<file path="src/rtl/ahb_slave_frontend.sv">
// AHB-Lite slave front end: address-phase capture, transfer validation, data-phase handshake.
// Define AHB_ALIGN_CHECK_EN to also reject misaligned half-word/word transfers.
module ahb_slave_frontend #(
    parameter int DATA_W = 32,
    parameter int ADDR_W = 4
) (
    input  logic              clk,
    input  logic              rst,
    input  logic              hsel,
    input  logic [1:0]        htrans,
    input  logic              hwrite,
    input  logic [ADDR_W-1:0] haddr,
    input  logic [1:0]        hsize,
    input  logic [DATA_W-1:0] hwdata,
    input  logic              stall,
    input  logic [DATA_W-1:0] rdata,
    output logic              hready,
    output logic              hresp,
    output logic [DATA_W-1:0] hrdata,
    output logic [ADDR_W-1:0] haddr_reg,
    output logic [1:0]        hsize_reg,
    output logic              write_en,
    output logic              read_en,
    output logic [DATA_W-1:0] wdata
);
    typedef enum logic [1:0] {S_IDLE, S_DATA, S_ERR1, S_ERR2} state_t;

    state_t            state_q, state_d;
    logic              wr_q, wr_d;
    logic [ADDR_W-1:0] haddr_q, haddr_d;
    logic [1:0]        hsize_q, hsize_d;
    logic              ready_int;
    logic              accept;
    logic              xfer_err;
    logic              beat;

    function automatic logic is_err(input logic [ADDR_W-1:0] a, input logic [1:0] sz,
                                    input logic wr);
        logic e;
        e = (int'(a) inside {9, 10, 11, 14, 15}) || (sz == 2'd3) ||
            (wr && (int'(a) inside {[4:8]}));
`ifdef AHB_ALIGN_CHECK_EN
        e = e || (sz == 2'd1 && a[0]) || (sz == 2'd2 && a[1:0] != 2'b00);
`endif
        return e;
    endfunction

    always_comb begin
        case (state_q)
            S_DATA:  ready_int = !stall;
            S_ERR1:  ready_int = 1'b0;
            default: ready_int = 1'b1;
        endcase
        accept   = hsel && htrans[1] && ready_int && !rst;
        xfer_err = is_err(haddr, hsize, hwrite);
        beat     = (state_q == S_DATA) && !stall && !rst;

        state_d = state_q;
        wr_d    = wr_q;
        haddr_d = haddr_q;
        hsize_d = hsize_q;
        // DATA without stall doubles as the next address phase (pipelined accept)
        case (state_q)
            S_ERR1: state_d = S_ERR2;
            S_DATA: if (!stall) state_d = accept ? (xfer_err ? S_ERR1 : S_DATA) : S_IDLE;
            default: state_d = accept ? (xfer_err ? S_ERR1 : S_DATA) : S_IDLE;
        endcase
        if (accept) begin
            wr_d    = hwrite;
            haddr_d = haddr;
            hsize_d = hsize;
        end
    end

    always_ff @(posedge clk) begin
        if (rst) begin
            state_q <= S_IDLE;
            wr_q    <= 1'b0;
            haddr_q <= '0;
            hsize_q <= '0;
        end else begin
            state_q <= state_d;
            wr_q    <= wr_d;
            haddr_q <= haddr_d;
            hsize_q <= hsize_d;
        end
    end

    // Reset masks everything so an aborted beat produces no strobe
    assign hready    = rst ? 1'b1 : ready_int;
    assign hresp     = !rst && (state_q == S_ERR1 || state_q == S_ERR2);
    assign write_en  = beat && wr_q;
    assign read_en   = beat && !wr_q;
    assign wdata     = (beat && wr_q) ? hwdata : '0;
    assign hrdata    = (beat && !wr_q) ? rdata : '0;
    assign haddr_reg = haddr_q;
    assign hsize_reg = hsize_q;
endmodule

</file>
<file path="config.mk">
export PLATFORM = sky130hd
export DESIGN_NAME = ahb_slave_frontend
export DESIGN_NICKNAME = d
export VERILOG_FILES = /design/src/rtl/ahb_slave_frontend.sv
export SDC_FILE = /design/constraint.sdc
export NUM_CORES = 1
export LEC_CHECK = 0
export BUFFER_PORTS_ARGS = -buffer_cell sky130_fd_sc_hd__buf_2
export CAP_MARGIN = 5
export CORE_MARGIN = 2
export CORE_UTILIZATION = 28
export CTS_BUF_LIST = sky130_fd_sc_hd__clkbuf_2
export DETAILED_ROUTE_END_ITERATION = 10
export PLACE_DENSITY_LB_ADDON = 0.1
export SYNTH_ARGS = -nofsm -noshare
export SYNTH_HDL_FRONTEND = slang
export SYNTH_SLANG_ARGS = --single-unit
</file>
<file path="constraint.sdc">
create_clock -name clk -period 1.5 [get_ports clk]
set_input_delay 0.15 -clock clk [delete_from_list [all_inputs] [get_ports clk]]
set_output_delay 0.15 -clock clk [all_outputs]
set_load 0.03 [all_outputs]
</file>
# Word level (Yosys, flattened, before mapping)

Cells that the tools add are included.

Flip-flop bits (word level): 9
Input bits: 77
Logic and storage cells: 41
Output and inout bits: 74

Equality and inequality tests: 10
$lt $le $gt $ge: 2
Muxes and demuxes: 8
Reductions and logical operators: 17

Operators with widths:

| cell                 | count |
|---|---|
| $mux W32             | 2 |
| $eq A4 B4 Y1 const B | 5 |
| $logic_and A1 B1 Y1  | 10 |
| $eq A2 B2 Y1 const B | 3 |
| $mux W2              | 3 |
| $reduce_bool A5 Y1   | 1 |
| $ge A4 B3 Y1 const B | 1 |
| $le A4 B4 Y1 const B | 1 |
| $pmux W2 S2          | 1 |
| $logic_not A1 Y1     | 3 |
| $logic_or A1 B1 Y1   | 3 |
| $eq A2 B1 Y1 const B | 1 |
| $ne A2 B2 Y1 const B | 1 |
| $pmux W1 S2          | 1 |
| $mux W1              | 1 |

# Logic depth before layout (Yosys ltp)

Depth in word-level cells: 8
Gate-level depth with buffers: 5
Depth with buffers taken out: 4

# Least setup slack after synthesis

OpenSTA, ideal clock, no wires.

Path type: register to output
From: reg state_q[1]
To: out wdata[15]
Arrival time: 1.380 ns
Buffers on the path: 1
Slack: -0.030 ns
Cell stages (with the launch flop): 5
Required time: 1.350 ns
Cells stage by stage: dfxtp_1 > nand2b_4 > nor4b_4 > buf_2 > and2_1

Cells in the longest elaborated chain, start to end: 5

Ends and longest elaborated chain:

| element                          | RTL line | source |
|---|---|---|
| from (decl)                      | 28       | `state_t state_q, state_d;` |
| from (signal assigned)           | 82       | `state_q <= state_d;` |
| $eq A2 B1 Y1                     | 56       | `beat = (state_q == S_DATA) && !stall && !rst;` |
| $logic_and A1 B1 Y1 (2 in a row) | 56       |  |
| $logic_and A1 B1 Y1              | n/a      |  |
| named net write_en               | 22       | `output logic write_en,` |
| $mux W32                         | 94       | `assign wdata = (beat && wr_q) ? hwdata : '0;` |
| to (decl)                        | 24       | `output logic [DATA_W-1:0] wdata` |

The timed path passes the listed nets, and every way through them passes these cells.

# Final worst setup path

From: reg wr_q
To: out hrdata[13]

Cells in the longest elaborated chain, start to end: 3

Ends and longest elaborated chain:

| element                | RTL line | source |
|---|---|---|
| from (decl)            | 29       | `logic wr_q, wr_d;` |
| from (signal assigned) | 83       | `wr_q <= wr_d;` |
| $logic_not A1 Y1       | 95       | `assign hrdata = (beat && !wr_q) ? rdata : '0;` |
| $logic_and A1 B1 Y1    | 95       |  |
| $mux W32               | 95       |  |
| to (decl)              | 19       | `output logic [DATA_W-1:0] hrdata,` |

Every way passes these cells.

==> metrics.md <==
| Metric | Value |
|---|---|
| Total Power | `0.000762 W` |
| DRT Pass-1 Iters | `4` |
| Port Buf Inserts | `149` |
| Critical path buffers and inverters | `3` |
| Die Wd | `60.7 µm` |
| Shortest period the worst path allows | `1630 ps` |
| First-pass GRT wire length | `between 6000 and 7000 µm` |
| CTS Buffer Depth | `2` |
| Die Span Y | `around 60 µm` |
| Max-Cap Viols | `0` |
| DP Area | `between 1500 and 2000 µm²` |
| CTS tree | `done` |
| Routability Congestion | `about 0.70` |
| Largest register FFs | `4` |
| Clk Latency, worst-skew pair | `between 200 and 250 ps` |
| DRC | `0` |
| Reg2reg path depth | `5` |
| Commonest non-fill, non-tap cell in the layout | `buf_2` |
| Synth cell types | `23` |
| Setup Viol. Count Final | `66` |
| FF+latch count, synth | `9` |
| Largest delay contributor family on the critical path | `buffers and inverters` |
| Worst-path maximum fanout | `8` |
| Setup slack, reg-to-reg | `around 90 ps` |
| Root Driver | `clkbuf_2` |
| Required @ worst endpoint | `1350 ps` |
| Area Growth Syn to Fin | `166%` |
| Via count of the routed design | `1363` |
| Post-synthesis sequential area ratio | `20.0%` |
| Slew HR | `83.2%` |
| Starting DRT DRC Count | `37` |
| Gate Count Post-Synth | `113` |
| Clk_skew | `roughly 1 ps` |
| Clock Power Share | `19.9%` |
| Sw Pwr | `approximately 0.00025 W` |
| Vias in the first global route | `1268` |
| Hold Crit Start | `hsize[1]` |
| Sequential share of power | `34.9%` |
| WL per Instance | `around 15 µm` |
| Syn_nets | `190` |
| Least-Margin Pin Slew | `about 250 ps` |
| CP max-delay cell | `dfxtp_2` |
| Hold Vio Cnt, Final | `0` |
| Status | `complete, but fails checks` |
| Place WS | `roughly 80 ps` |
| FF-to-FF Start | `state_q[1]` |
| Critical Path Most Common Cell | `buf_6` |
| Htree depth | `1` |
| RSZ-0062 raised after global routing | `true` |
| Met2 Routed Length | `2790 µm` |
| Cell-internal power | `0.000512 W` |
| Cell breakdown of the critical path | `nor4_4 > buf_6 > clkbuf_16 > and2_4 > buf_6` |
| Area contributors post-synth | `and2_1, dfxtp_1, mux2_2` |
| Reg-to-Reg End | `haddr_reg[1]` |
| Crit path largest cell delay | `350 ps` |
| Leakage dissipation | `1.29 nW` |
| Initial Util | `29.5%` |
| Post-Layout Cell Count | `316` |
| Core area | `roughly 3100 µm²` |
| Synth Cell Area | `901 µm²` |
| Hold Path Cell Cnt | `2` |
| DP Cell Count | `303` |
| FMAX | `614 MHz` |
| Sw Ratio | `32.9%` |
| CTS Buf Count | `3` |
| Max-slew violations | `0` |
| Critical path data arrival time | `1480 ps` |
| Hpwl dp | `2830 µm` |
| Comb power frac | `45.3%` |
| Site Rows | `20` |
| Cell taking the most area after synthesis | `and2_1` |
| Ys Warns | `0` |
| Startpoint types | `flop` |
| Top cell type's share of synthesized area | `44.4%` |
| Worst setup EP type | `output pin` |
| Number of nets with antenna violations after routing | `0` |
| Fin nets | `350` |
| Full die area | `3690 µm²` |
| Final setup margin | `-128 ps` |
| Final worst path period share | `109%` |
| Met1 WL | `1630 µm` |
| Initial antenna violation count | `0` |
| Uppermost routed layer | `met4` |
| GRT Total Usage | `between 20% and 30%` |
| Vias/cell | `between 4 and 5` |
| Commonest non-fill, non-tap cells in the layout | `buf_2, buf_6, and2_4` |
| Pwr Density | `318 nW/µm²` |
| Mean Syn Cell Area | `7.97 µm²` |
| Hold crit path type | `in -> reg` |
| I/O pin total | `151` |
| Failing checks | `negative setup slack` |
| Min-Delay Endpoint | `hsize_reg[1]` |
| Proportion of layout cells with a drive suffix above 1 | `82.0%` |
| Hold Slack | `155 ps` |
| GRT overflow | `0` |
| Clock sinks | `9` |
| Maximum vdd drop | `0.000402 V` |
| Clock transition at the registers of the reported paths | `roughly 90 ps` |
| Final WL | `4780 µm` |
| Ant. Diodes | `0` |
| Crit Path Category | `reg -> out` |
| Met3 WL | `roughly 350 µm` |
| Fin area | `approximately 2400 µm²` |
| Largest net degree at the start of global routing | `34` |
worst max path at each step:
stage | start | to | slack (ps) | cells past startpoint
2_1_floorplan | state_q[1] | wdata[15] | 30 | 4
5_1_grt | state_q[1] | wdata[31] | -250 | 5
3_5_place_dp | state_q[0] | wdata[24] | 80 | 5
4_1_cts | state_q[1] | wdata[29] | -150 | 5
3_3_place_gp | state_q[0] | wdata[24] | 90 | 5
6_report | wr_q | hrdata[13] | -130 | 5
per-stage QoR:
stage / setup TNS, ps / util (%)
5_1_grt: -13300 / 78.6
4_1_cts: -8060 / 74.5
3_3_place_gp: 0 / 57.0
6_report: -6660 / 78.6
3_5_place_dp: 0 / 57.0
2_1_floorplan: 0 / -
repair_timing:
action / 4_1_cts / 5_1_grt
pin swaps: 15 / 1
hold buffers: 0 / 0
gates cloned: 2 / 2
resized for setup: 149 / 24
buffers inserted: 3 / 2
setup endpoints to repair: 66 / 73
worst register-to-register path, cell delays in order (launching register included):
cell and delay [ps]:
dfxtp_2 330, buf_4 100, and3b_2 220, a21oi_4 160
nand4_4 190, mux2_2 310
area by class of cell:
cell class	instances	area [µm²]
clock buffers	4	20.0
fillers	214	654
inverters	3	11.3
multi-input cells	94	783
flip-flops and latches	9	184
well taps	44	55.1
repair buffers	162	1350
synth_stat cells:
cell	count
and2_1	64
dfxtp_1	9
nor2b_1	7
mux2_2	6
clkbuf_1	5
inv_1	3
buf_2	2
nand3_1	2
a21oi_2	1
a22oi_1	1
a32o_1	1
and3b_1	1
mux2i_1	1
nand2_1	1
nand2b_4	1
nand3b_1	1
nand4_4	1
nor2_1	1
nor4_4	1
nor4b_4	1
o211ai_1	1
o21ai_0	1
or2_2	1
power by group through the flow:
stage | combinational (W) | sequential [W] | clock [W]
floorplan | 0.000110 | 0.000291 | 0
global placement | 0.000265 | 0.000270 | 0
detailed placement | 0.000267 | 0.000270 | 0
CTS | 0.000314 | 0.000265 | 0.000159
global route | 0.000367 | 0.000268 | 0.000177
finish | 0.000345 | 0.000266 | 0.000152
layer usage:
metal  up-vias  track usage (%)
met2        70             42.9
met1       613             24.1
met4         0             4.66
met3         2             3.62
met5         -                0
li1        678                -
cells by family (layout without fill, tap and decap cells):
group	Yosys count	after routing	share of synthesized area (%)
muxes	7	7	8.61
DFF	9	9	20.0
and+or+nand+nor	82	82	62.6
AOI/OAI and AO/OA	5	5	4.31
buffers and inverters	10	169	4.44
Power figures use the tool's default switching activity.
